`src/rtl/vis_byte_serialiser.sv`:
```
// Turns correlator visibility pairs into a framed byte stream for the host link.
// Each frame: SYNC0, SYNC1, frame count (MSB first), then re/im bytes little-endian.
module vis_byte_serialiser #(
    parameter int         ACCUM = 32,
    parameter logic [7:0] SYNC0 = 8'hA5,
    parameter logic [7:0] SYNC1 = 8'h5A
) (
    input  logic             bus_clock,
    input  logic             bus_reset,
    input  logic [ACCUM-1:0] s_revis_i,
    input  logic [ACCUM-1:0] s_imvis_i,
    input  logic             s_valid_i,
    output logic             s_ready_o,
    input  logic             s_last_i,
    output logic [7:0]       m_data_o,
    output logic             m_valid_o,
    input  logic             m_ready_i,
    output logic             m_last_o,
    output logic [15:0]      frame_o
);

    localparam int BYTES = ACCUM / 8;
    localparam int NB    = 2 * BYTES;
    localparam int IW    = ($clog2(NB) < 2) ? 2 : $clog2(NB);

    localparam logic [IW-1:0] HEAD_LAST = IW'(3);
    localparam logic [IW-1:0] DATA_LAST = IW'(NB - 1);

    typedef enum logic [1:0] {
        IDLE,
        HEAD,
        LOAD,
        DATA
    } state_e;

    state_e             state_q, state_d;
    logic [IW-1:0]      idx_q, idx_d;
    logic [2*ACCUM-1:0] sh_q, sh_d;
    logic               last_q, last_d;
    logic [15:0]        frame_q, frame_d;
    logic [7:0]         data_q, data_d;
    logic               mvalid_q, mvalid_d;
    logic               mlast_q, mlast_d;
    logic               sready_q, sready_d;

    logic               m_fire;
    logic               s_fire;
    logic [7:0]         head_next;

    assign m_fire = mvalid_q && m_ready_i;
    assign s_fire = sready_q && s_valid_i;

    // Header byte that follows the one currently on the bus.
    always_comb begin
        head_next = frame_q[7:0];
        unique case (idx_q)
            IW'(0):  head_next = SYNC1;
            IW'(1):  head_next = frame_q[15:8];
            default: head_next = frame_q[7:0];
        endcase
    end

    always_comb begin
        state_d  = state_q;
        idx_d    = idx_q;
        sh_d     = sh_q;
        last_d   = last_q;
        frame_d  = frame_q;
        data_d   = data_q;
        mvalid_d = mvalid_q;
        mlast_d  = mlast_q;
        sready_d = sready_q;

        unique case (state_q)
            IDLE: begin
                if (s_valid_i) begin
                    state_d  = HEAD;
                    idx_d    = '0;
                    data_d   = SYNC0;
                    mvalid_d = 1'b1;
                    mlast_d  = 1'b0;
                end
            end
            HEAD: begin
                if (m_fire) begin
                    if (idx_q == HEAD_LAST) begin
                        state_d  = LOAD;
                        idx_d    = '0;
                        mvalid_d = 1'b0;
                        sready_d = 1'b1;
                    end else begin
                        idx_d  = idx_q + 1'b1;
                        data_d = head_next;
                    end
                end
            end
            LOAD: begin
                if (s_fire) begin
                    state_d  = DATA;
                    idx_d    = '0;
                    sh_d     = {s_imvis_i, s_revis_i};
                    last_d   = s_last_i;
                    data_d   = s_revis_i[7:0];
                    mvalid_d = 1'b1;
                    mlast_d  = 1'b0;
                    sready_d = 1'b0;
                end
            end
            DATA: begin
                if (m_fire) begin
                    if (idx_q == DATA_LAST) begin
                        idx_d    = '0;
                        mvalid_d = 1'b0;
                        mlast_d  = 1'b0;
                        if (last_q) begin
                            state_d = IDLE;
                            frame_d = frame_q + 16'd1;
                        end else begin
                            state_d  = LOAD;
                            sready_d = 1'b1;
                        end
                    end else begin
                        // sh_q[7:0] is on the bus; shift the next byte down.
                        idx_d   = idx_q + 1'b1;
                        sh_d    = sh_q >> 8;
                        data_d  = sh_q[15:8];
                        mlast_d = last_q && ((idx_q + 1'b1) == DATA_LAST);
                    end
                end
            end
            default: begin
                state_d = IDLE;
            end
        endcase
    end

    always_ff @(posedge bus_clock or posedge bus_reset) begin
        if (bus_reset) begin
            state_q  <= IDLE;
            idx_q    <= '0;
            sh_q     <= '0;
            last_q   <= 1'b0;
            frame_q  <= '0;
            data_q   <= '0;
            mvalid_q <= 1'b0;
            mlast_q  <= 1'b0;
            sready_q <= 1'b0;
        end else begin
            state_q  <= state_d;
            idx_q    <= idx_d;
            sh_q     <= sh_d;
            last_q   <= last_d;
            frame_q  <= frame_d;
            data_q   <= data_d;
            mvalid_q <= mvalid_d;
            mlast_q  <= mlast_d;
            sready_q <= sready_d;
        end
    end

    assign s_ready_o = sready_q;
    assign m_data_o  = data_q;
    assign m_valid_o = mvalid_q;
    assign m_last_o  = mlast_q;
    assign frame_o   = frame_q;

endmodule

```
`config.mk`:
```
export PLATFORM = sky130hd
export DESIGN_NAME = vis_byte_serialiser
export DESIGN_NICKNAME = d
export VERILOG_FILES = /design/src/rtl/vis_byte_serialiser.sv
export SDC_FILE = /design/constraint.sdc
export NUM_CORES = 1
export LEC_CHECK = 0
export CORE_UTILIZATION = 35
export CTS_BUF_LIST = sky130_fd_sc_hd__clkbuf_2
export DETAILED_ROUTE_END_ITERATION = 8
export HOLD_SLACK_MARGIN = 0.05
export SLEW_MARGIN = 20
export SYNTH_ARGS = -nofsm -noshare
export SYNTH_HDL_FRONTEND = slang
export SYNTH_SLANG_ARGS = --single-unit
```
`constraint.sdc`:
```
create_clock -name bus_clock -period 7.8 [get_ports bus_clock]
set_input_delay 2.34 -clock bus_clock [delete_from_list [all_inputs] [get_ports bus_clock]]
set_output_delay 2.34 -clock bus_clock [all_outputs]
set_load 0.01 [all_outputs]
```
Word-level counts from Yosys, hierarchy flattened

Cells that the tools add are included.

Muxes and demuxes: 45
Add/subtract/negate cells: 2
Equality and inequality tests: 16
Reductions and logical operators: 16

Operators by type and width:

| kind                    | count |
|---|---|
| $mux W64                | 3 |
| $pmux W64 S2            | 1 |
| $mux W8                 | 6 |
| $pmux W8 S4             | 1 |
| $mux W3                 | 6 |
| $ne A2 B2 Y1 const B    | 9 |
| $add A16 B1 Y16 const B | 1 |
| $pmux W8 S2             | 1 |
| $reduce_and A4 Y1       | 4 |
| $mux W1                 | 15 |
| $mux W2                 | 7 |
| $pmux W3 S4             | 1 |
| $reduce_and A6 Y1       | 2 |
| $pmux W2 S4             | 1 |
| $reduce_and A7 Y1       | 1 |
| $eq A3 B3 Y1 const B    | 2 |
| $pmux W1 S3             | 2 |
| $reduce_bool A3 Y1      | 2 |
| $eq A2 B2 Y1 const B    | 2 |
| $pmux W1 S4             | 1 |
| $add A3 B1 Y3 const B   | 1 |
| $eq A3 B1 Y1 const B    | 1 |
| $eq A3 B2 Y1 const B    | 1 |
| $logic_and A1 B1 Y1     | 3 |
| 5 further kinds         | 5 |

Register bits after elaboration: 97
Bits of input ports: 69

Logic depth before layout (Yosys ltp)

Gate-level depths: netlist of run 1.

Depth after elaboration: 6
Depth in mapped cells: 8

Least setup slack after synthesis of run 1

OpenSTA, ideal clock, no wires.

Kind: input-to-reg
From: input m_ready_i
To: register data_q[2], in the netlist m_data_o[2]
Cell stages on the path: 4
Arrival: 3221 ps
Slack: 4455 ps
Library setup time: 125 ps
Cell sequence: and3_1 > a31o_2 > nand2_2 > mux2_2

Word-level cells in the longest chain between the ends: 3
Elaborated cells between the ends (all ways): 4
Those cells by class: eq/ne (2); reduce/logical (2)

RTL lines:

| item                          | line | RTL |
|---|---|---|
| start: declaration            | 17   | `input logic m_ready_i,` |
| $logic_and A1 B1 Y1 *         | 50   | `assign m_fire = mvalid_q && m_ready_i;` |
| $ne A2 B2 Y1 (no line)        | -    |  |
| $reduce_and A6 Y1 (no line) * | -    |  |
| end signal: assignment        | 154  | `data_q <= data_d;` |
| end: declaration              | 41   | `logic [7:0] data_q, data_d;` |

Every way passes the cells marked *; elsewhere a longest branch is shown, timed or not.
A chain may end at the register's enable or synchronous reset.

Worst setup path in the final report of run 1

From: register frame_q[2], in the netlist frame_o[2]
To: output frame_o[2]

RTL lines:

| item                     | line | RTL |
|---|---|---|
| start: declaration       | 40   | `logic [15:0] frame_q, frame_d;` |
| start signal: assignment | 153  | `frame_q <= frame_d;` |
| end: declaration         | 19   | `output logic [15:0] frame_o` |

No word-level cell between the ends.

==> flow_metrics.tcl, run 1 <==
set metrics [dict create \
    status "finished, final reports clean" \
    cp-end-kind "output port" \
    cts_tree "done" \
    p_sw_share_pct 36.8 \
    crit_buf_inv 1 \
    dieArea_sq_mm 0.0130 \
    first_pass_iters 4 \
    maxCapViolations 0 \
    ys_ff_latch 89 \
    fin_crit_sh_pct 51.7 \
    drc 0 \
    routed_wl_microns 10600 \
    p_sw_uw 553 \
    fin_nets 569 \
    tns_ns 0 \
    internal_power_uw 948 \
    yosysSeqAreaShare_pct 50.5 \
    seqPwrFrac_pct 45.2 \
    postCtsSetupRepairBufs 0 \
    hpwlAfterDp_microns 7460 \
    cts_sinks 89 \
    antenna_found_initial 0 \
    grt_max_degree 105 \
    hold_path.class "reg -> reg" \
    synth.most_common_cell "dfrtp_1" \
    grt_pass1_wl_microns 17000 \
    portBuffers 95 \
    drt_iter0_markers 255 \
    drive_gt1_share_pct 7.44 \
    wl_met2_microns 4650 \
    gr-total-overflow 0 \
    route.met3.wl_microns 556 \
    vias 3266 \
    synth_mux_area_share_pct 14.6 \
    fin_util_pct 45.9 \
    yosys_warnings 0 \
    cts_buffer_depth 2 \
    synth_nets 487 \
    ios 96 \
    cp_slowest_cell "clkdlybuf4s50_1" \
    synth_cell_type_count 45 \
    hold_viol 0 \
    place_congestion 0.848 \
    synthXorXnorAreaFrac_pct 2.98 \
    highest_layer "met4" \
    rows 40 \
    syn_avg_cell_area_sq_um 10.8 \
    synthTopCellsByCount "89 x dfrtp_1, 58 x o21ai_0, 55 x nand2_1" \
    worst_slew_pin_slew_ns 0.878 \
    setup_ws_ns 3.76 \
    final_cells 665 \
    wl_per_cell_microns 15.9 \
    dieHeight_microns 114 \
    place_inst 649 \
    via_per_inst 4.91 \
    worstPathRequired_ns 5.46 \
    synth_compound_area_share_pct 14.6 \
    yosys.area.top_type "dfrtp_1" \
    start_kind "register" \
    clk_latency_ns 0.57 \
    synth_edf_count 0 \
    setup_viol 0 \
    synthAdderAreaFrac_pct 2.27 \
    synth_top_family_by_area "compound AO/OA/AOI/OAI gates" \
    stdcell_area_sq_mm 0.00558 \
    diodes 0 \
    cts_hold_buf 0 \
    power.density_mw_per_mm2 269 \
    core_sq_mm 0.0122 \
    maxSlewViolCount 0 \
    comb_power_share_pct 38.7 \
    clockPowerShare_pct 16.1 \
    path_clk_slew_ns 0.24 \
    max_freq_mhz 248 \
    grtUsageTotal_pct 17.0 \
    dpl-instance-area_sq_mm 0.00547 \
    synthFlopType "dfrtp_1" \
    yosys.area_share.simple_pct 11.4 \
    syn_to_final_growth_pct 26.6 \
    slowest_delay_ns 0.60 \
    dp_worst_setup_slack_ns 3.47 \
    synth_cells 410 \
    crit_family "buffers and inverters" \
    cts_resized 0 \
    cp_max_fo 8 \
    crit_path_cell_trace "clkdlybuf4s50_1" \
    grt_pass1_vias 3209 \
    antenna_left 0 \
    root_buffer "clkbuf_2" \
    htreeDepth 3 \
    slew_headroom_pct 41.5 \
    cp_data_arrival_time_ns 1.70 \
    met1_length_microns 5270 \
    cellLeakagePower_uw 0.00277 \
    initial_utilization_pct 36.2 \
    rsz0062_at_grt "no" \
    netlist_top_cells_area "dfrtp_1 51%, mux2i_1 12%, o21ai_0 6.6%" \
    numCtsBuffers 9 \
    syn-cell-area_sq_mm 0.00441 \
    die_w_microns 114 \
    ir_drop_uv 109 \
    skew_ns 0.0276 \
    critical_path_class "reg -> out" \
    ys_async_sr_fraction_pct 100 \
    period_minus_slack_ns 4.04 \
    synth_top_cell_area_share_pct 50.5 \
]
==> placed cells by master, fill, tap and decap left out, drive strengths merged, types with 2 or more instances in the layout <==
master,Yosys,final
nor4,2,2
buf,16,3
and3,4,4
nand3,10,10
a22oi,4,4
and2,5,5
a22o,9,9
a2bb2oi,4,4
clkdlybuf4s50,0,95
nor3,2,2
nand2,56,56
o2bb2ai,4,4
inv,6,7
clkinv,0,4
clkbuf,11,10
a2111oi,4,4
mux2,10,10
ha,8,8
a211o,4,4
mux2i,53,53
nand4,8,8
xnor2,9,9
dfrtp,89,89
a21oi,6,6
nor2,6,6
xor2,6,6
o21ai,62,62
==> per-layer routing <==
metal,vias to the layer above,GRT usage [%]
met5,-,0
met4,0,5.11
met3,9,4.18
met2,73,25.3
met1,1554,24.5
li1,1630,-
==> logic make-up (layout without fill, tap and decap cells) <==
kind of cell / Yosys count / in the layout
compound gates: 103 / 103
fa+ha+maj: 8 / 8
mux: 63 / 63
simple gates: 99 / 99
buf+inv: 33 / 120
flops: 89 / 89
xor+xnor: 15 / 15
==> power groups by stage <==
stage | logic (uW) | clock network [uW] | registers [uW]
final | 581 | 241 | 679
after floorplan | 444 | 0 | 642
after CTS | 584 | 249 | 680
after global routing | 640 | 268 | 697
after detailed placement | 582 | 0 | 689
after global placement | 573 | 0 | 683
==> worst paths after layout <==
path	cells past startpoint	end	slack (ns)	startpoint
min in group asynchronous	2	frame_o[9]	2.06	bus_reset
setup / recovery	1	frame_o[2]	3.76	frame_o[2]
hold reg to reg	2	sh_q[41]	0.51	sh_q[41]
max in group asynchronous	3	sh_q[8]	4.57	bus_reset
hold / removal	2	sh_q[41]	0.51	sh_q[41]
setup reg to reg	6	sh_q[45]	5.22	idx_q[1]
==> sequential cells by signal, indices dropped and copies added (netlist names) <==
register / count
sh_q: 56
idx_q: 3
last_q: 1
m_data_o: 8
m_valid_o: 1
m_last_o: 1
state_q: 2
frame_o: 16
s_ready_o: 1
==> area by class of cell <==
cell class                 instances  area [sq um]
sequential                        89          2230
timing repair buffer              98           973
fill                            1157          6580
tap                              168           210
clock buffer                      10          50.0
clock inverter                     6          65.1
inverter                           6          23.8
multi-input combinational        288          2030
==> metrics by stage <==
stage | hold slack (ns) | total power, uW
floorplan | 0.444 | 1090
global placement | 0.461 | 1260
detailed placement | 0.469 | 1270
CTS | 0.516 | 1510
global route | 0.535 | 1600
finish | 0.512 | 1500
Power figures use the tool's default switching activity.
==> inputs of run 2 (changes only) <==
==> constraint.sdc (replaced) <==
create_clock -name bus_clock -period 3.9 [get_ports bus_clock]
set_input_delay 1.17 -clock bus_clock [delete_from_list [all_inputs] [get_ports bus_clock]]
set_output_delay 1.17 -clock bus_clock [all_outputs]
set_load 0.01 [all_outputs]
==> flow_metrics.tcl, run 2 (synthesis results as in run 1) <==
set metrics [dict create \
    numCtsBuffers 9 \
    core_sq_mm 0.0122 \
    grt_max_degree 68 \
    tns_ns 0 \
    crit_buf_inv 1 \
    whs_path_depth 2 \
    route.met3.wl_microns 703 \
    grtUsageTotal_pct 17.5 \
    hold_viol 0 \
    worst_slew_pin_slew_ns 0.796 \
    drc 0 \
    via_per_inst 4.95 \
    skew_ns 0.0382 \
    layout_commonest_cell "clkdlybuf4s50_1" \
    hold_path.class "reg -> reg" \
    drive_gt1_share_pct 8.38 \
    drt_iter0_markers 227 \
    wl_met2_microns 4810 \
    vias 3315 \
    crit_family "buffers and inverters" \
    grt_pass1_vias 3443 \
    maxCapViolations 0 \
    wl_per_cell_microns 15.9 \
    syn_to_final_growth_pct 27.4 \
    dpl-instance-area_sq_mm 0.00553 \
    comb_power_share_pct 42.2 \
    clk_latency_ns 0.54 \
    met1_length_microns 4980 \
    cp_data_arrival_time_ns 1.67 \
    cts_buffer_depth 2 \
    critical_path_class "reg -> out" \
    worstPathRequired_ns 2.73 \
    p_sw_share_pct 37.1 \
    p_sw_uw 1090 \
    cp_max_fo 8 \
    fin_crit_sh_pct 72.9 \
    maxSlewViolCount 0 \
    crit_cells 1 \
    status "finished, final reports clean" \
    ios 96 \
    r2r_cells 7 \
    cts_hold_buf 0 \
    power.density_mw_per_mm2 523 \
    stdcell_area_sq_mm 0.00562 \
    antenna_left 0 \
    rows 40 \
    cp-end-kind "output port" \
    highest_layer "met4" \
    final_cell_mix "95 x clkdlybuf4s50_1, 89 x dfrtp_1, 58 x o21ai_0" \
    gr-total-overflow 0 \
    root_buffer "clkbuf_2" \
    initial_utilization_pct 36.2 \
    largest_register "sh_q" \
    period_minus_slack_ns 2.84 \
    cts_resized 0 \
    routed_wl_microns 10600 \
    internal_power_uw 1850 \
    max_freq_mhz 352 \
    clockPowerShare_pct 13.5 \
    htreeDepth 3 \
    slew_headroom_pct 46.8 \
    postCtsSetupRepairBufs 0 \
    dieArea_sq_mm 0.0130 \
    antenna_found_initial 0 \
    cts_sinks 89 \
    hpwlAfterDp_microns 7930 \
    dieHeight_microns 114 \
    crit_path_cell_trace "clkdlybuf4s50_1" \
    grt_pass1_wl_microns 17500 \
    start_kind "register" \
    largest_register_ffs 56 \
    die_w_microns 114 \
    cp_slowest_cell "clkdlybuf4s50_1" \
    portBuffers 95 \
    place_congestion 0.858 \
    cts_tree "done" \
    slowest_delay_ns 0.60 \
    rsz0062_at_grt "no" \
    ir_drop_uv 175 \
    first_pass_iters 4 \
    seqPwrFrac_pct 44.4 \
    path_clk_slew_ns 0.25 \
    setup_viol 0 \
    fin_nets 574 \
    cellLeakagePower_uw 0.00278 \
]
[run 2: cell count changes in the layout (fill, tap and decap cells not counted), sizes merged]
cell,previous run,this run
buf,3,8
bufinv,1,0
clkbuf,10,11
clkinv,4,2
clkinvlp,0,3
diode,0,1
inv,7,5
[run 2: layer usage]
| metal | global-route usage [%] | vias to the layer above |
|---|---|---|
| met5 | 0 | - |
| met1 | 24.3 | 1580 |
| li1 | - | 1642 |
| met4 | 5.54 | 0 |
| met3 | 4.24 | 9 |
| met2 | 26.9 | 84 |
[run 2: area by class of cell]
type / instances / area (sq um)
fillers: 1129 / 6550
inverters: 6 / 23.8
clock inverters: 4 / 31.3
repair buffers: 103 / 1040
well taps: 168 / 210
diodes: 1 / 2.50
flip-flops and latches: 89 / 2230
clock buffers: 11 / 55.1
multi-input cells: 288 / 2030
[run 2: power by group through the flow]
| stage | sequential (uW) | combinational, uW | clock (uW) |
|---|---|---|---|
| finish | 1300 | 1240 | 395 |
| global route | 1340 | 1380 | 457 |
| CTS | 1300 | 1250 | 416 |
| detailed placement | 1320 | 1240 | 0 |
| global placement | 1320 | 1230 | 0 |
| floorplan | 1280 | 888 | 0 |
[run 2: per-stage QoR]
step | hold slack [ns] | std cells | utilization, % | setup slack (ns) | power [uW]
floorplan | 0.444 | 410 | - | 0.423 | 2170
finish | 0.513 | 670 | 46.2 | 1.06 | 2940
CTS | 0.519 | 669 | 46.2 | 1.00 | 2970
global placement | 0.463 | 654 | 45.5 | 1.01 | 2550
global route | 0.544 | 669 | 46.2 | 0.944 | 3170
detailed placement | 0.473 | 654 | 45.5 | 0.987 | 2570
[run 2: path summary, 6_finish.rpt]
| check | start | endpoint | slack [ns] |
|---|---|---|---|
| max | frame_o[2] | frame_o[2] | 1.06 |
| min | sh_q[34] | sh_q[34] | 0.51 |
| max reg2reg | idx_q[1] | sh_q[21] | 1.50 |
| min reg2reg | sh_q[34] | sh_q[34] | 0.51 |
| max in group asynchronous | bus_reset | sh_q[54] | 2.30 |
| min in group asynchronous | bus_reset | s_ready_o | 0.89 |
==> inputs of run 3 (changes only) <==
==> constraint.sdc (replaced) <==
create_clock -name bus_clock -period 2.3 [get_ports bus_clock]
set_input_delay 0.69 -clock bus_clock [delete_from_list [all_inputs] [get_ports bus_clock]]
set_output_delay 0.69 -clock bus_clock [all_outputs]
set_load 0.01 [all_outputs]
==> flow_metrics.tcl, run 3 (synthesis results as in run 1) <==
set metrics [dict create \
    hold_viol 0 \
    setup_viol 0 \
    maxSlewViolCount 0 \
    drc 0 \
    antenna_left 0 \
    start_kind "register" \
    holdWs_ns 0.438 \
    gr-total-overflow 0 \
    maxCapViolations 0 \
    ios 96 \
    fillCellCount 1109 \
    htreeDepth 3 \
    crit_family "buffers and inverters" \
    crit_path_cell_trace "clkdlybuf4s50_1" \
    tns_ns 0 \
    drive_gt1_share_pct 14.4 \
    slew_headroom_pct 56.5 \
    final_cells 698 \
    internal_power_uw 3230 \
    die_w_microns 114 \
    grt_pass1_wl_microns 17200 \
    dieArea_sq_mm 0.0130 \
    place_congestion 0.808 \
    clockPowerShare_pct 14.3 \
    cp_max_fo 2 \
    power.density_mw_per_mm2 867 \
    routed_wl_microns 10600 \
    slowest_delay_ns 0.54 \
    fin_util_pct 48.7 \
    cp_data_arrival_time_ns 1.53 \
    layout_commonest_cell "clkdlybuf4s50_1" \
    path_clk_slew_ns 0.27 \
    critical_path_class "reg -> out" \
    p_sw_uw 1900 \
    vias 3399 \
    rsz0062_at_grt "no" \
    wl_per_cell_microns 15.1 \
    dp_worst_setup_slack_ns 0.00346 \
    grt_pass1_vias 3379 \
    cellLeakagePower_uw 0.00305 \
    worstPathRequired_ns 1.61 \
    grt_max_degree 49 \
    first_pass_iters 4 \
    final_cell_mix "88 x clkdlybuf4s50_1, 82 x dfrtp_1, 58 x o21ai_0" \
    status "finished, final reports clean" \
    rows 40 \
    cts_buffer_depth 2 \
    seqPwrFrac_pct 43.6 \
    largest_register "sh_q" \
    cp_slowest_cell "clkdlybuf4s50_1" \
    cp-end-kind "output port" \
    crit_buf_inv 1 \
    fin_nets 601 \
    numCtsBuffers 9 \
    skew_ns 0.0330 \
    core_sq_mm 0.0122 \
    comb_power_share_pct 42.0 \
    grtUsageTotal_pct 17.0 \
    cts_sinks 89 \
    max_freq_mhz 451 \
    antenna_found_initial 1 \
    root_buffer "clkbuf_2" \
    hpwlAfterDp_microns 7600 \
    largest_register_ffs 56 \
    period_minus_slack_ns 2.22 \
    via_per_inst 4.87 \
    initial_utilization_pct 36.2 \
    worst_slew_pin_slew_ns 0.652 \
    fin_crit_sh_pct 96.4 \
    portBuffers 95 \
    cts_tree "done" \
    regArea_sq_mm 0.00224 \
    syn_to_final_growth_pct 34.3 \
    multi_input_area_sq_mm 0.00203 \
    p_sw_share_pct 37.1 \
    setup_ws_ns 0.0819 \
    ir_drop_uv 448 \
    drt_iter0_markers 144 \
    hold_path.class "in -> async" \
    dieHeight_microns 114 \
    clk_latency_ns 0.56 \
    place_inst 662 \
]
## run 3: cell types whose count changed in the layout (fill, tap and decap cells not counted), moves of 5 or more
| cell | before | now |
|---|---|---|
| buf_4 | 6 | 28 |
| dfrtp_1 | 89 | 82 |
| buf_12 | 2 | 7 |
| clkdlybuf4s50_1 | 95 | 88 |
| dlymetal6s2s_1 | 0 | 6 |
| dfrtp_2 | 0 | 7 |
## run 3: final timing paths
check | end | slack (ns) | from | cells after the start
worst max-delay path | m_data_o[5] | 0.08 | m_data_o[5] | 1
worst max register to register | sh_q[14] | 0.33 | idx_q[1] | 6
worst min register to register | sh_q[24] | 0.51 | sh_q[24] | 2
min in group bus_clock | sh_q[24] | 0.51 | sh_q[24] | 2
max in group asynchronous | sh_q[59] | 1.34 | bus_reset | 3
worst min-delay path | sh_q[28] | 0.44 | bus_reset | 2
## run 3: area by class of cell
class	instances	share of cell area, %
Multi-Input combinational cell	288	34.3
Inverter	6	0.444
Sequential cell	89	37.8
Antenna cell	1	0.0423
Clock buffer	9	0.761
Timing Repair Buffer	130	22.2
Tap cell	168	3.55
Clock inverter	7	0.909
## run 3: power groups by stage
stage                     Sequential (uW)  Clock, uW  Combinational, uW
after detailed placement             2290          0               2120
after global routing                 2300        840               2370
after floorplan                      2180          0               1510
final                                2240        736               2160
after CTS                            2250        761               2150
after global placement               2270          0               2070
## run 3: per-layer routing
metal | wire length (microns) | vias up | track usage, % | part of all wire [%]
met2 | 4930 | 66 | 26.7 | 47
met1 | 5030 | 1618 | 23.0 | 48
met3 | 332 | 16 | 2.44 | 3.1
met4 | 275 | 0 | 8.31 | 2.6
li1 | - | 1699 | - | -
met5 | 0 | - | 0 | 0
## run 3: timing repair
action | in CTS | in global routing
endpoints found under the hold margin | 0 | 0
buffers inserted | 16 | 3
endpoints found under the setup margin | 17 | 8
hold buffers | 0 | 0
resized for setup | 8 | 6
## run 3: metrics by stage
| step | total power (uW) | instance area, sq um |
|---|---|---|
| detailed placement | 4410 | 5650 |
| global placement | 4340 | 5650 |
| global route | 5510 | 5920 |
| floorplan | 3690 | 4410 |
| CTS | 5150 | 5880 |
| finish | 5130 | 5920 |
